<file path="config.mk">
export PLATFORM = sky130hd
export DESIGN_NAME = ddr_addr_gen
export DESIGN_NICKNAME = d
export VERILOG_FILES = /design/src/rtl/ddr_addr_gen.sv
export SDC_FILE = /design/constraint.sdc
export NUM_CORES = 1
export LEC_CHECK = 0
export CAP_MARGIN = 20
export CORE_MARGIN = 2
export CORE_UTILIZATION = 39
export CTS_CLUSTER_DIAMETER = 50
export CTS_CLUSTER_SIZE = 12
export DETAILED_ROUTE_END_ITERATION = 10
export DONT_BUFFER_PORTS = 1
export PLACE_DENSITY_LB_ADDON = 0.08
export SETUP_SLACK_MARGIN = 0.2
export SLEW_MARGIN = 10
export SYNTH_ARGS = -nofsm -noshare
export SYNTH_HDL_FRONTEND = slang
export SYNTH_SLANG_ARGS = --single-unit
</file>
<file path="constraint.sdc">
create_clock -name phy_clk -period 3.49 [get_ports phy_clk]
set_clock_uncertainty 0.2 [all_clocks]
set_input_delay 0.349 -clock phy_clk [delete_from_list [all_inputs] [get_ports phy_clk]]
set_output_delay 0.349 -clock phy_clk [all_outputs]
set_load 0.05 [all_outputs]
</file>
<file path="src/rtl/ddr_addr_gen.sv">
// Ring-buffer burst address generator for a DDR controller: write/read pointers, fill level, flags.
// Optional macro DDR_ADDR_GEN_OVERWRITE_EN: a write while full discards the oldest burst.
module ddr_addr_gen #(
    parameter int unsigned ADDR_WIDTH = 25,
    parameter int unsigned BURST_STEP = 4,
    parameter int unsigned RING_WORDS = 32'd1 << 24,
    parameter int unsigned BASE_ADDR  = 0
) (
    input  logic                  phy_clk,
    input  logic                  rst_n,
    input  logic                  local_init_done,
    input  logic                  clear,
    input  logic                  wr_addr_up,
    input  logic                  rd_addr_up,
    output logic [ADDR_WIDTH-1:0] wr_addr,
    output logic [ADDR_WIDTH-1:0] rd_addr,
    output logic                  read_en,
    output logic                  wr_full,
    output logic [ADDR_WIDTH:0]   fill_words,
    output logic                  overflow,
    output logic                  underflow
);

    localparam int unsigned FW = ADDR_WIDTH + 1;

    localparam logic [FW-1:0]         STEP     = FW'(BURST_STEP);
    localparam logic [FW-1:0]         RING     = FW'(RING_WORDS);
    localparam logic [FW-1:0]         RING_END = FW'(BASE_ADDR) + FW'(RING_WORDS);
    localparam logic [ADDR_WIDTH-1:0] BASE     = ADDR_WIDTH'(BASE_ADDR);

    typedef enum logic [1:0] {
        WAIT_INIT = 2'd0,
        RUN       = 2'd1,
        FLUSH     = 2'd2
    } state_t;

    state_t                  state;
    state_t                  state_nxt;
    logic [ADDR_WIDTH-1:0]   wr_nxt;
    logic [ADDR_WIDTH-1:0]   rd_nxt;
    logic [FW-1:0]           fill_nxt;
    logic                    ovf_nxt;
    logic                    unf_nxt;
    logic                    read_en_nxt;
    logic                    wr_full_nxt;
    logic                    full;
    logic                    rd_ok;

    // Advance a pointer by one burst; reaching the ring end wraps straight to the base.
    function automatic logic [ADDR_WIDTH-1:0] next_ptr(input logic [ADDR_WIDTH-1:0] p);
        logic [FW-1:0] sum;
        sum = {1'b0, p} + STEP;
        return (sum == RING_END) ? BASE : sum[ADDR_WIDTH-1:0];
    endfunction

    // State and datapath registers.
    always_ff @(posedge phy_clk) begin
        if (!rst_n) begin
            state      <= WAIT_INIT;
            wr_addr    <= BASE;
            rd_addr    <= BASE;
            fill_words <= '0;
            read_en    <= 1'b0;
            wr_full    <= 1'b0;
            overflow   <= 1'b0;
            underflow  <= 1'b0;
        end else begin
            state      <= state_nxt;
            wr_addr    <= wr_nxt;
            rd_addr    <= rd_nxt;
            fill_words <= fill_nxt;
            read_en    <= read_en_nxt;
            wr_full    <= wr_full_nxt;
            overflow   <= ovf_nxt;
            underflow  <= unf_nxt;
        end
    end

    // Next-state, pointer and flag logic.
    always_comb begin
        state_nxt = state;
        wr_nxt    = wr_addr;
        rd_nxt    = rd_addr;
        fill_nxt  = fill_words;
        ovf_nxt   = overflow;
        unf_nxt   = underflow;
        full      = (fill_words == RING);
        rd_ok     = (fill_words >= STEP);

        unique case (state)
            WAIT_INIT: begin
                wr_nxt   = BASE;
                rd_nxt   = BASE;
                fill_nxt = '0;
                if (local_init_done) begin
                    state_nxt = RUN;
                end
            end

            RUN: begin
                // A flush request discards any pulse arriving with it.
                if (clear) begin
                    state_nxt = FLUSH;
                end else if (local_init_done) begin
                    if (rd_addr_up && !rd_ok) begin
                        unf_nxt = 1'b1;
                    end
                    if (wr_addr_up && rd_addr_up && rd_ok) begin
                        wr_nxt = next_ptr(wr_addr);
                        rd_nxt = next_ptr(rd_addr);
                    end else if (wr_addr_up && !full) begin
                        wr_nxt   = next_ptr(wr_addr);
                        fill_nxt = fill_words + STEP;
                    end else if (wr_addr_up) begin
                        ovf_nxt = 1'b1;
`ifdef DDR_ADDR_GEN_OVERWRITE_EN
                        wr_nxt = next_ptr(wr_addr);
                        rd_nxt = next_ptr(rd_addr);
`endif
                    end else if (rd_addr_up && rd_ok) begin
                        rd_nxt   = next_ptr(rd_addr);
                        fill_nxt = fill_words - STEP;
                    end
                end
            end

            FLUSH: begin
                wr_nxt    = BASE;
                rd_nxt    = BASE;
                fill_nxt  = '0;
                ovf_nxt   = 1'b0;
                unf_nxt   = 1'b0;
                state_nxt = RUN;
            end

            default: begin
                state_nxt = WAIT_INIT;
            end
        endcase

        if (!local_init_done) begin
            state_nxt = WAIT_INIT;
        end

        // Status flags registered from next-cycle values so they match state and fill exactly.
        read_en_nxt = (state_nxt == RUN) && (fill_nxt >= STEP);
        wr_full_nxt = (fill_nxt == RING);
    end

endmodule

</file>
# [Word level (Yosys, flattened, before mapping)]
# Cells that the tools add are included.
[word_totals] register_bits=82 inputBits=6 word_cells=81 output_inout_bits=80
[classes] add_sub_neg=4 n_lt_le_gt_ge=2 eq_ne=17 n_mux=34 reduce_logical=16
[op_table] op="two-way mux 25 bit" n=12
[op_table] op="two-way mux 26 bit" n=6
[op_table] op="equality test 26 x 25 -> 1 bit, second input constant" n=4
[op_table] op="case mux 25 bit (2 select lines)" n=2
[op_table] op="adder 25 x 3 -> 26 bit, second input constant" n=2
[op_table] op="greater-or-equal comparator 26 x 3 -> 1 bit, second input constant" n=2
[op_table] op="case mux 26 bit (2 select lines)" n=1
[op_table] op="adder 26 x 3 -> 26 bit, second input constant" n=1
[op_table] op="subtractor 26 x 3 -> 26 bit, second input constant" n=1
[op_table] op="inequality test 2 bit, second input constant" n=6
[op_table] op="inequality test 3 bit, second input constant" n=4
[op_table] op="AND reduction 6 bit" n=2
[op_table] op="two-way mux 1 bit" n=8
[op_table] op="AND reduction 4 bit" n=2
[op_table] op="logical AND 1 bit" n=6
[op_table] op="equality test 2 x 1 -> 1 bit, second input constant" n=2
[op_table] op="two-way mux 2 bit" n=2
[op_table] op="case mux 1 bit (2 select lines)" n=2
[op_table] op="case mux 2 bit (2 select lines)" n=1
[op_table] op="nonzero test 2 bit" n=2
[op_table] op="equality test 2 bit, second input constant" n=1
[op_table] op="zero test 1 bit" n=2
[op_table] op="zero test 2 bit" n=1
[op_table] op="OR reduction 2 bit" n=1

# [Logic depth before layout (Yosys ltp)]
# Gate-level depths: netlist of run 1.
[depth] ltp_word=11 mapped_depth=12 depth_no_buf=11

# [Worst setup path after synthesis of run 1]
# No wires, ideal clock.
[synth_path] kind="reg-to-reg" start="register rd_addr[11]" end="register rd_addr[24]" path_stages_with_launch=11 t_required_ps=3158 setup_ps=132 period_less_slack_ps=3729 path_slack_ps=-239 t_arrival_ps=3397 n_path_buf=1 cell_sequence="dfxtp_1 clkbuf_1 nand3_1 or3_1 nor4_1 xor2_1 or4_1 a2111oi_0 o21ai_0 nand2_1 a21oi_1"
[synth_via] elab_chain_len=10
[synth_lines] item="start: declaration" line_no="16" text="output logic [ADDR_WIDTH-1:0] rd_addr,"
[synth_lines] item="start signal: assignment" line_no="70" text="rd_addr <= rd_nxt;"
[synth_lines] item="adder 25 x 3 -> 26 bit *" line_no="52" text="sum = {1'b0, p} + STEP;"
[synth_lines] item="equality test 26 x 25 -> 1 bit" line_no="53" text="return (sum == RING_END) ? BASE : sum[ADDR_WIDTH-1:0];"
[synth_lines] item="two-way mux 25 bit *" line_no="53"
[synth_lines] item="two-way mux 25 bit" line_no="120" text="end else if (rd_addr_up && rd_ok) begin"
[synth_lines] item="two-way mux 25 bit" line_no="114" text="end else if (wr_addr_up) begin"
[synth_lines] item="two-way mux 25 bit" line_no="111" text="end else if (wr_addr_up && !full) begin"
[synth_lines] item="two-way mux 25 bit *" line_no="108" text="if (wr_addr_up && rd_addr_up && rd_ok) begin"
[synth_lines] item="two-way mux 25 bit *" line_no="104" text="end else if (local_init_done) begin"
[synth_lines] item="two-way mux 25 bit *" line_no="102" text="if (clear) begin"
[synth_lines] item="case mux 25 bit (2 select lines) *" line_no="90" text="unique case (state)"
# Mark *: on every way between the ends. The rest lies on a longest branch, timed or not. The select of a mux whose other input is x is not followed.
# A chain may end at the register's enable or synchronous reset.

# [Worst setup path after layout of run 1]
[layout_path] start="register fill_words[12]" end="register wr_full"
[layout_via] elab_chain_len=10 word_cells_on_any_way=16 cone_classes="add/sub: 2; order compare: 1; eq/ne: 2; mux: 7; reduce/logical: 4"
[layout_lines] item="start: declaration" line_no="19" text="output logic [ADDR_WIDTH:0] fill_words,"
[layout_lines] item="start signal: assignment" line_no="71" text="fill_words <= fill_nxt;"
[layout_lines] item="greater-or-equal comparator 26 x 3 -> 1 bit" line_no="88" text="rd_ok = (fill_words >= STEP);"
[layout_lines] item="logical AND 1 bit" line_no="120"
[layout_lines] item="two-way mux 26 bit" line_no="120"
[layout_lines] item="two-way mux 26 bit" line_no="114"
[layout_lines] item="two-way mux 26 bit" line_no="111"
[layout_lines] item="two-way mux 26 bit" line_no="108"
[layout_lines] item="two-way mux 26 bit" line_no="104"
[layout_lines] item="two-way mux 26 bit" line_no="102"
[layout_lines] item="case mux 26 bit (2 select lines) *" line_no="90"
[layout_lines] item="equality test 26 x 25 -> 1 bit *" line_no="147" text="wr_full_nxt = (fill_nxt == RING);"
[layout_lines] item="end signal: assignment" line_no="73" text="wr_full <= wr_full_nxt;"
[layout_lines] item="end: declaration" line_no="18" text="output logic wr_full,"
# Mark *: on every way between the ends. The rest lies on a longest branch, timed or not.

==> impl_metrics.csv, run 1 <==
group,metric,value,unit
synthesis,yosys.area_share.simple,36.5,%
routing,dr.pass1.iters,7,
routing,route.final.wire_length,17200,um
power,p_sw,507,uW
synthesis,ys_warn_count,0,
finish,antennaDiodeCount,0,
routing,drt_iter0_markers,298,
global_route,grt_overflow,0,
setup_path,crit_arrival,3.47,ns
sta,rsz0062_at_grt,"true",
clock_network,clk_pin_slew_worst_paths,0.06,ns
synthesis,yosys_register_bits,78,
global_route,gr-usage-met1,31.6,%
synthesis,synth_xor_area_share,8.90,%
setup_path,slowest_stage,"or4_4",
power,p_leak,2.39,nW
hold_path,holdPathEnd,"underflow",
clock_network,clock-sinks,78,
sta,finalSetupViolCount,0,
power,p_comb_share,7.4,%
synthesis,ys_types,67,
global_route,grt_pass1_vias,5105,
die,rows,41,
die,design.core.area,12700,um2
setup_path,path_buf_inv,0,
die,die_w,119,um
synthesis,ys_seq_area_share,30.5,%
power,pwr-share-seq,44.7,%
synthesis,syn_area,5120,um2
clock_network,cts_buffers,9,
global_route,use_met2,40.0,%
sta,fin_ws,0.0561,ns
place,pre_cts_ws,0.0583,ns
run_status,status,"complete, no violations",
setup_path,path_common_cell,"or4_4",
power,switching_share,25.2,%
synthesis,synth_fa_ha_area_share,1.47,%
die,die-area,14100,um2
clock_network,clockBufferDepth,2,
sta,worst_pin_slew,1.07,ns
synthesis,synth_mux_area_share,1.78,%
place,place_inst,917,
die,die_y,119,um
setup_path,startpoint_type,"register",
synthesis,synth_top_family_by_area,"simple AND/OR/NAND/NOR gates",
setup_path,r2r-start,"fill_words[12]",
hold_path,hold_start,"rd_addr_up",
hold_path,min_delay_path_depth,2,
synthesis,syn_area_per_cell,7.56,um2
setup_path,r2r_cells,9,
synthesis,synth_edf_count,0,
global_route,antenna_found_initial,0,
setup_path,rr_endpoint,"wr_full",
global_route,grt_busiest_layer,"met2",
clock_network,clk-insertion-delay-late,0.35,ns
hold_path,hp-class,"primary input to register",
global_route,met3_usage,6.37,%
power,p_int,1.50,mW
flow_run,maxCapViolations,0,
clock_network,root_buffer,"clkbuf_16",
place,place.gp.congestion,0.962,
global_route,grt_usage,24.3,%
finish,fill_cells,1308,
routing,dr_total_vias,5424,
sta,fin_crit,3.43,ns
global_route,grt_max_degree,43,
sta,drv_slew,0,
sta,slew_headroom,28.2,%
finish,area_delta_synth_final,27.1,%
place,portBuffers,0,
setup_path,critical_path_peak_fanout,3,
die,initial_core_util,40.2,%
setup_path,required,3.53,ns
place,dp_hpwl,12700,um
sta,min_period_over_period,98.4,%
setup_path,max_stage_delay,0.53,ns
synthesis,synth_ff_type,"dfxtp_1",
synthesis,synth-compound-area-share,16.1,%
finish,register_area,1590,um2
finish,drive_gt1_share,23.5,%
synthesis,syn_inst,677,
setup_path,worst-r2r-setup-slack,0.06,ns
power,vdd_drop_max,0.291,mV
routing,final_antenna_net_count,0,
clock_network,cts_tree,"yes",
power,p_total,2.01,mW
sta,fmax,291,MHz
sta,hold_viol,0,
global_route,grt_pass1_wl,27500,um
clock_network,htreeDepth,3,
die,io_pins,86,
power,power_density,309,nW/um2
finish,multi_input_area,3450,um2
routing,viasPerCell,5.76,
setup_path,crit_chain,"or4_4, or4_4, or4_4, or4_4, a211oi_2, mux2i_1, nor4_1, and3_1, and4_1",
routing,routedWlPerCell,18.3,um
setup_path,path_class,"register to register",
synthesis,synth_async_sr_flop_share,0,%
finish,nNetsFinal,777,
setup_path,crit_family,"simple AND/OR/NAND/NOR gates",
routing,route.detailed.drc,0,
setup_path,crit_path_end_kind,"register",
finish,finalNonFillerCells,942,
power,clkPwrFrac,47.9,%
finish,finalCoreUtilization,51.1,%
-- worst max-delay path by stage --
stage                         startpoint  endpoint  slack, ns  depth (start not counted)
after floorplan           fill_words[12]   wr_full       0.02                         10
after global placement    fill_words[12]   wr_full       0.11                          9
after detailed placement  fill_words[12]   wr_full       0.06                          9
after CTS                  fill_words[6]   read_en       0.07                          9
after global routing      fill_words[12]   wr_full      -0.02                          9
final                     fill_words[12]   wr_full       0.06                          9
-- worst reg2reg max path, stage by stage (launching register included) --
cell	delay, ns
dfxtp_4	0.34
or4_4	0.53
or4_4	0.45
or4_4	0.44
or4_4	0.42
a211oi_2	0.21
mux2i_1	0.28
nor4_1	0.08
and3_1	0.21
and4_1	0.17
-- state kept, by name (all words and copies together), names as in the netlist --
name and cells:
fill_words 26, overflow 1, rd_addr 23, read_en 1, state 2, underflow 1, wr_addr 23, wr_full 1
-- power by group through the flow --
stage / Sequential [mW] / Clock [mW] / Combinational (mW)
after detailed placement: 0.918 / 0 / 0.130
after global placement: 0.918 / 0 / 0.130
after floorplan: 0.918 / 0 / 0.0930
final: 0.898 / 0.961 / 0.149
after CTS: 0.898 / 0.986 / 0.142
after global routing: 0.898 / 1.02 / 0.160
-- layout make-up --
| class | count | share of cell area [%] |
|---|---|---|
| clock buffers | 10 | 3.52 |
| clock inverters | 6 | 1.12 |
| inverters | 14 | 0.808 |
| multi-input cells | 545 | 53.1 |
| flip-flops and latches | 78 | 24.4 |
| well taps | 172 | 3.31 |
| repair buffers | 117 | 13.7 |
-- stage by stage --
step           hold WS [ns]  TNS (ns)  instance area (um2)
3_3_place_gp          0.270         0                 6020
5_1_grt              0.0304   -0.0166                 6500
6_report             0.0219         0                 6500
4_1_cts              0.0155         0                 6420
2_1_floorplan         0.259         0                 5200
3_5_place_dp          0.272         0                 6020
-- repair_timing --
action | 4_1_cts | 5_1_grt
gates resized for setup | 5 | 17
buffers inserted | 5 | 1
pin swaps | 0 | 8
endpoints found under the hold margin | 33 | 0
endpoints found under the setup margin | 5 | 24
hold buffers | 3 | 0
-- cells in the mapped netlist, drive strengths merged (9+ instances only) --
cell type | count | area [um2]
and2 | 17 | 108
a21boi | 12 | 90.1
nor3 | 32 | 160
a21oi | 17 | 85.1
inv | 14 | 52.6
a211oi | 9 | 72.6
o21ai | 23 | 119
or3 | 18 | 115
nand3 | 42 | 210
nand2 | 67 | 251
dfxtp | 78 | 1560
and4 | 10 | 87.6
nor2 | 73 | 274
and3 | 16 | 100
o211ai | 13 | 97.6
xnor2 | 28 | 245
nor4 | 16 | 106
nand2b | 9 | 56.3
nand4 | 22 | 138
xor2 | 24 | 210
or4 | 14 | 113
clkbuf | 35 | 131
-- placed cells by master (no fill, tap or decap), types with 13 or more instances in the layout --
| cell type | n |
|---|---|
| o21ai_0 | 21 |
| and3_1 | 16 |
| nor2_1 | 72 |
| nor4_1 | 13 |
| a21oi_1 | 15 |
| o211ai_1 | 13 |
| nor3_1 | 32 |
| nand4_1 | 22 |
| and2_1 | 16 |
| xor2_1 | 24 |
| inv_1 | 14 |
| nand2_1 | 66 |
| xnor2_1 | 28 |
| or3_1 | 16 |
| buf_4 | 112 |
| nand3_1 | 41 |
| dfxtp_1 | 63 |
-- cells by family (layout without fill, tap and decap cells) --
group,count (synthesis),after routing
mux,9,9
xor+xnor,52,52
other cells,1,4
buf+inv,57,147
flops,78,78
fa+ha+maj,6,6
simple gates,356,356
compound gates,118,118
-- metal layers --
| layer | up-vias | part of all wire (%) |
|---|---|---|
| met5 | - | 0 |
| met4 | 0 | 1.5 |
| met3 | 26 | 7.0 |
| met2 | 189 | 47 |
| met1 | 2571 | 44 |
| li1 | 2638 | - |
Note: power is estimated with default switching activity, not from simulation.
==> inputs of run 2 (changes only) <==
- CTS_CLUSTER_SIZE: 12 -> 30
- PLACE_DENSITY_LB_ADDON: 0.08 -> unset
==> run 2 against run 1 <==
  * Total power up 3.5%
  * Critical path depth unchanged
  * Count of clock-buffer cells in the layout unchanged
  * Wire length down 2.6%
  * Global-route usage down 0.38 points
  * Sequential share of layout area up 0.26 points
  * Final area down 0.90%
  * Sequential power down 0.4%
  * Clock power up 8%
  * Non-clock buffer count down 10
==> impl_metrics.csv, run 2 (synthesis gave the netlist of run 1 again) <==
group,metric,value,unit
setup_path,startpoint_type,"register",
die,die_w,119,um
power,p_total,2.08,mW
setup_path,critical_path_peak_fanout,2,
sta,fmax,293,MHz
place,pre_cts_ws,0.0311,ns
clock_network,clockBufferDepth,2,
power,p_leak,2.38,nW
sta,fin_crit,3.41,ns
global_route,grt_pass1_vias,5169,
global_route,grt_overflow,0,
hold_path,holdPathEnd,"underflow",
global_route,grt_pass1_wl,27400,um
finish,reg_top3,"fill_words (26), rd_addr (23), wr_addr (23)",
global_route,antenna_found_initial,0,
routing,route.final.wire_length,16800,um
finish,area_delta_synth_final,25.9,%
clock_network,cts_buffers,9,
setup_path,path_class,"register to register",
clock_network,root_buffer,"clkbuf_16",
clock_network,clk_pin_slew_worst_paths,0.07,ns
routing,dr_total_vias,5471,
sta,fin_ws,0.0755,ns
sta,finalSetupViolCount,0,
setup_path,path_common_cell,"or4_4",
die,die_y,119,um
finish,drive_gt1_share,21.7,%
die,io_pins,86,
clock_network,clk-insertion-delay-late,0.35,ns
setup_path,r2r_cells,9,
die,initial_core_util,40.2,%
routing,route.detailed.drc,0,
hold_path,min_delay_path_depth,2,
routing,dr.pass1.iters,5,
finish,final_area,6440,um2
finish,antennaDiodeCount,0,
setup_path,required,3.54,ns
power,vdd_drop_max,0.310,mV
global_route,grt_max_degree,38,
routing,routedWlPerCell,18.0,um
setup_path,worst-r2r-setup-slack,0.08,ns
routing,final_antenna_net_count,0,
routing,viasPerCell,5.87,
sta,slew_headroom,51.1,%
setup_path,r2r-start,"fill_words[12]",
setup_path,crit_path_end_kind,"register",
sta,whs,0.0186,ns
finish,final_common_cell,"buf_4",
sta,drv_slew,0,
setup_path,crit_chain,"or4_4, or4_4, or4_4, or4_4, a211oi_2, mux2i_1, nor4_1, and3_1, and4_1",
hold_path,hp-class,"primary input to register",
setup_path,max_stage_delay,0.53,ns
place,place_area,5960,um2
finish,largest_reg_flops,26,
run_status,status,"complete, no violations",
routing,drt_iter0_markers,322,
die,rows,41,
place,portBuffers,0,
power,power_density,322,nW/um2
sta,hold_viol,0,
place,place.gp.congestion,0.960,
finish,nNetsFinal,767,
sta,min_period_over_period,97.8,%
setup_path,rr_endpoint,"wr_full",
clock_network,clock-sinks,78,
die,design.core.area,12700,um2
clock_network,cts_tree,"yes",
flow_run,maxCapViolations,0,
place,dp_hpwl,12200,um
sta,tns,0,ns
finish,final_cell_mix,"buf_4, nor2_1, nand2_1, dfxtp_1, nand3_1",
sta,worst_pin_slew,0.731,ns
finish,top_register,"fill_words",
setup_path,crit_arrival,3.46,ns
setup_path,slowest_stage,"or4_4",
clock_network,htreeDepth,3,
hold_path,hold_start,"rd_addr_up",
die,die-area,14100,um2
sta,rsz0062_at_grt,"true",
global_route,grt_usage,23.9,%
-- run 2: final cells by class --
type / instances / area, um2
Clock inverter: 6 / 85.1
Fill cell: 1263 / 6280
Tap cell: 172 / 215
Multi-Input combinational cell: 545 / 3440
Inverter: 14 / 52.6
Timing Repair Buffer: 107 / 818
Sequential cell: 78 / 1590
Clock buffer: 10 / 239
-- run 2: power breakdown --
group          switching [mW]  internal [mW]
clock                   0.393          0.643
sequential            0.00468          0.890
combinational          0.0980         0.0495
-- run 2: per-stage QoR --
step                      utilization, %  std cells
final                               50.7        932
after global routing                50.7        932
after CTS                           49.9        930
after floorplan                        -        680
after global placement              46.9        909
after detailed placement            46.9        909
-- run 2: how the worst max path moves through the flow --
stage                               from      end  depth (start not counted)
final                     fill_words[12]  wr_full                          9
after global routing      fill_words[12]  wr_full                          9
after CTS                  fill_words[6]  read_en                          9
after detailed placement   fill_words[3]  read_en                         11
after global placement    fill_words[12]  wr_full                         10
after floorplan           fill_words[12]  wr_full                         10
-- run 2: layer usage --
metal  part of all wire, %  routed length (um)  vias to the layer above  GRT usage, %
met1                    42                7130                     2595          30.8
met3                   7.8                1310                       40          6.27
met2                    47                7890                      212          37.5
li1                      -                   -                     2624             -
met5                     0                   0                        -             0
met4                   2.7                 453                        0          10.2
-- run 2: timing repair --
action	in CTS	in global routing
gates resized for setup	5	12
endpoints found under the setup margin	2	17
hold buffers	3	0
pin swaps	0	3
buffers inserted	2	1
endpoints found under the hold margin	33	0
-- run 2: worst max-delay path, delay by kind of cell, from the launching register on --
kind | cells | cell delay [ns]
compound gates | 1 | 0.23
mux | 1 | 0.25
simple gates | 7 | 2.30
flops | 1 | 0.34
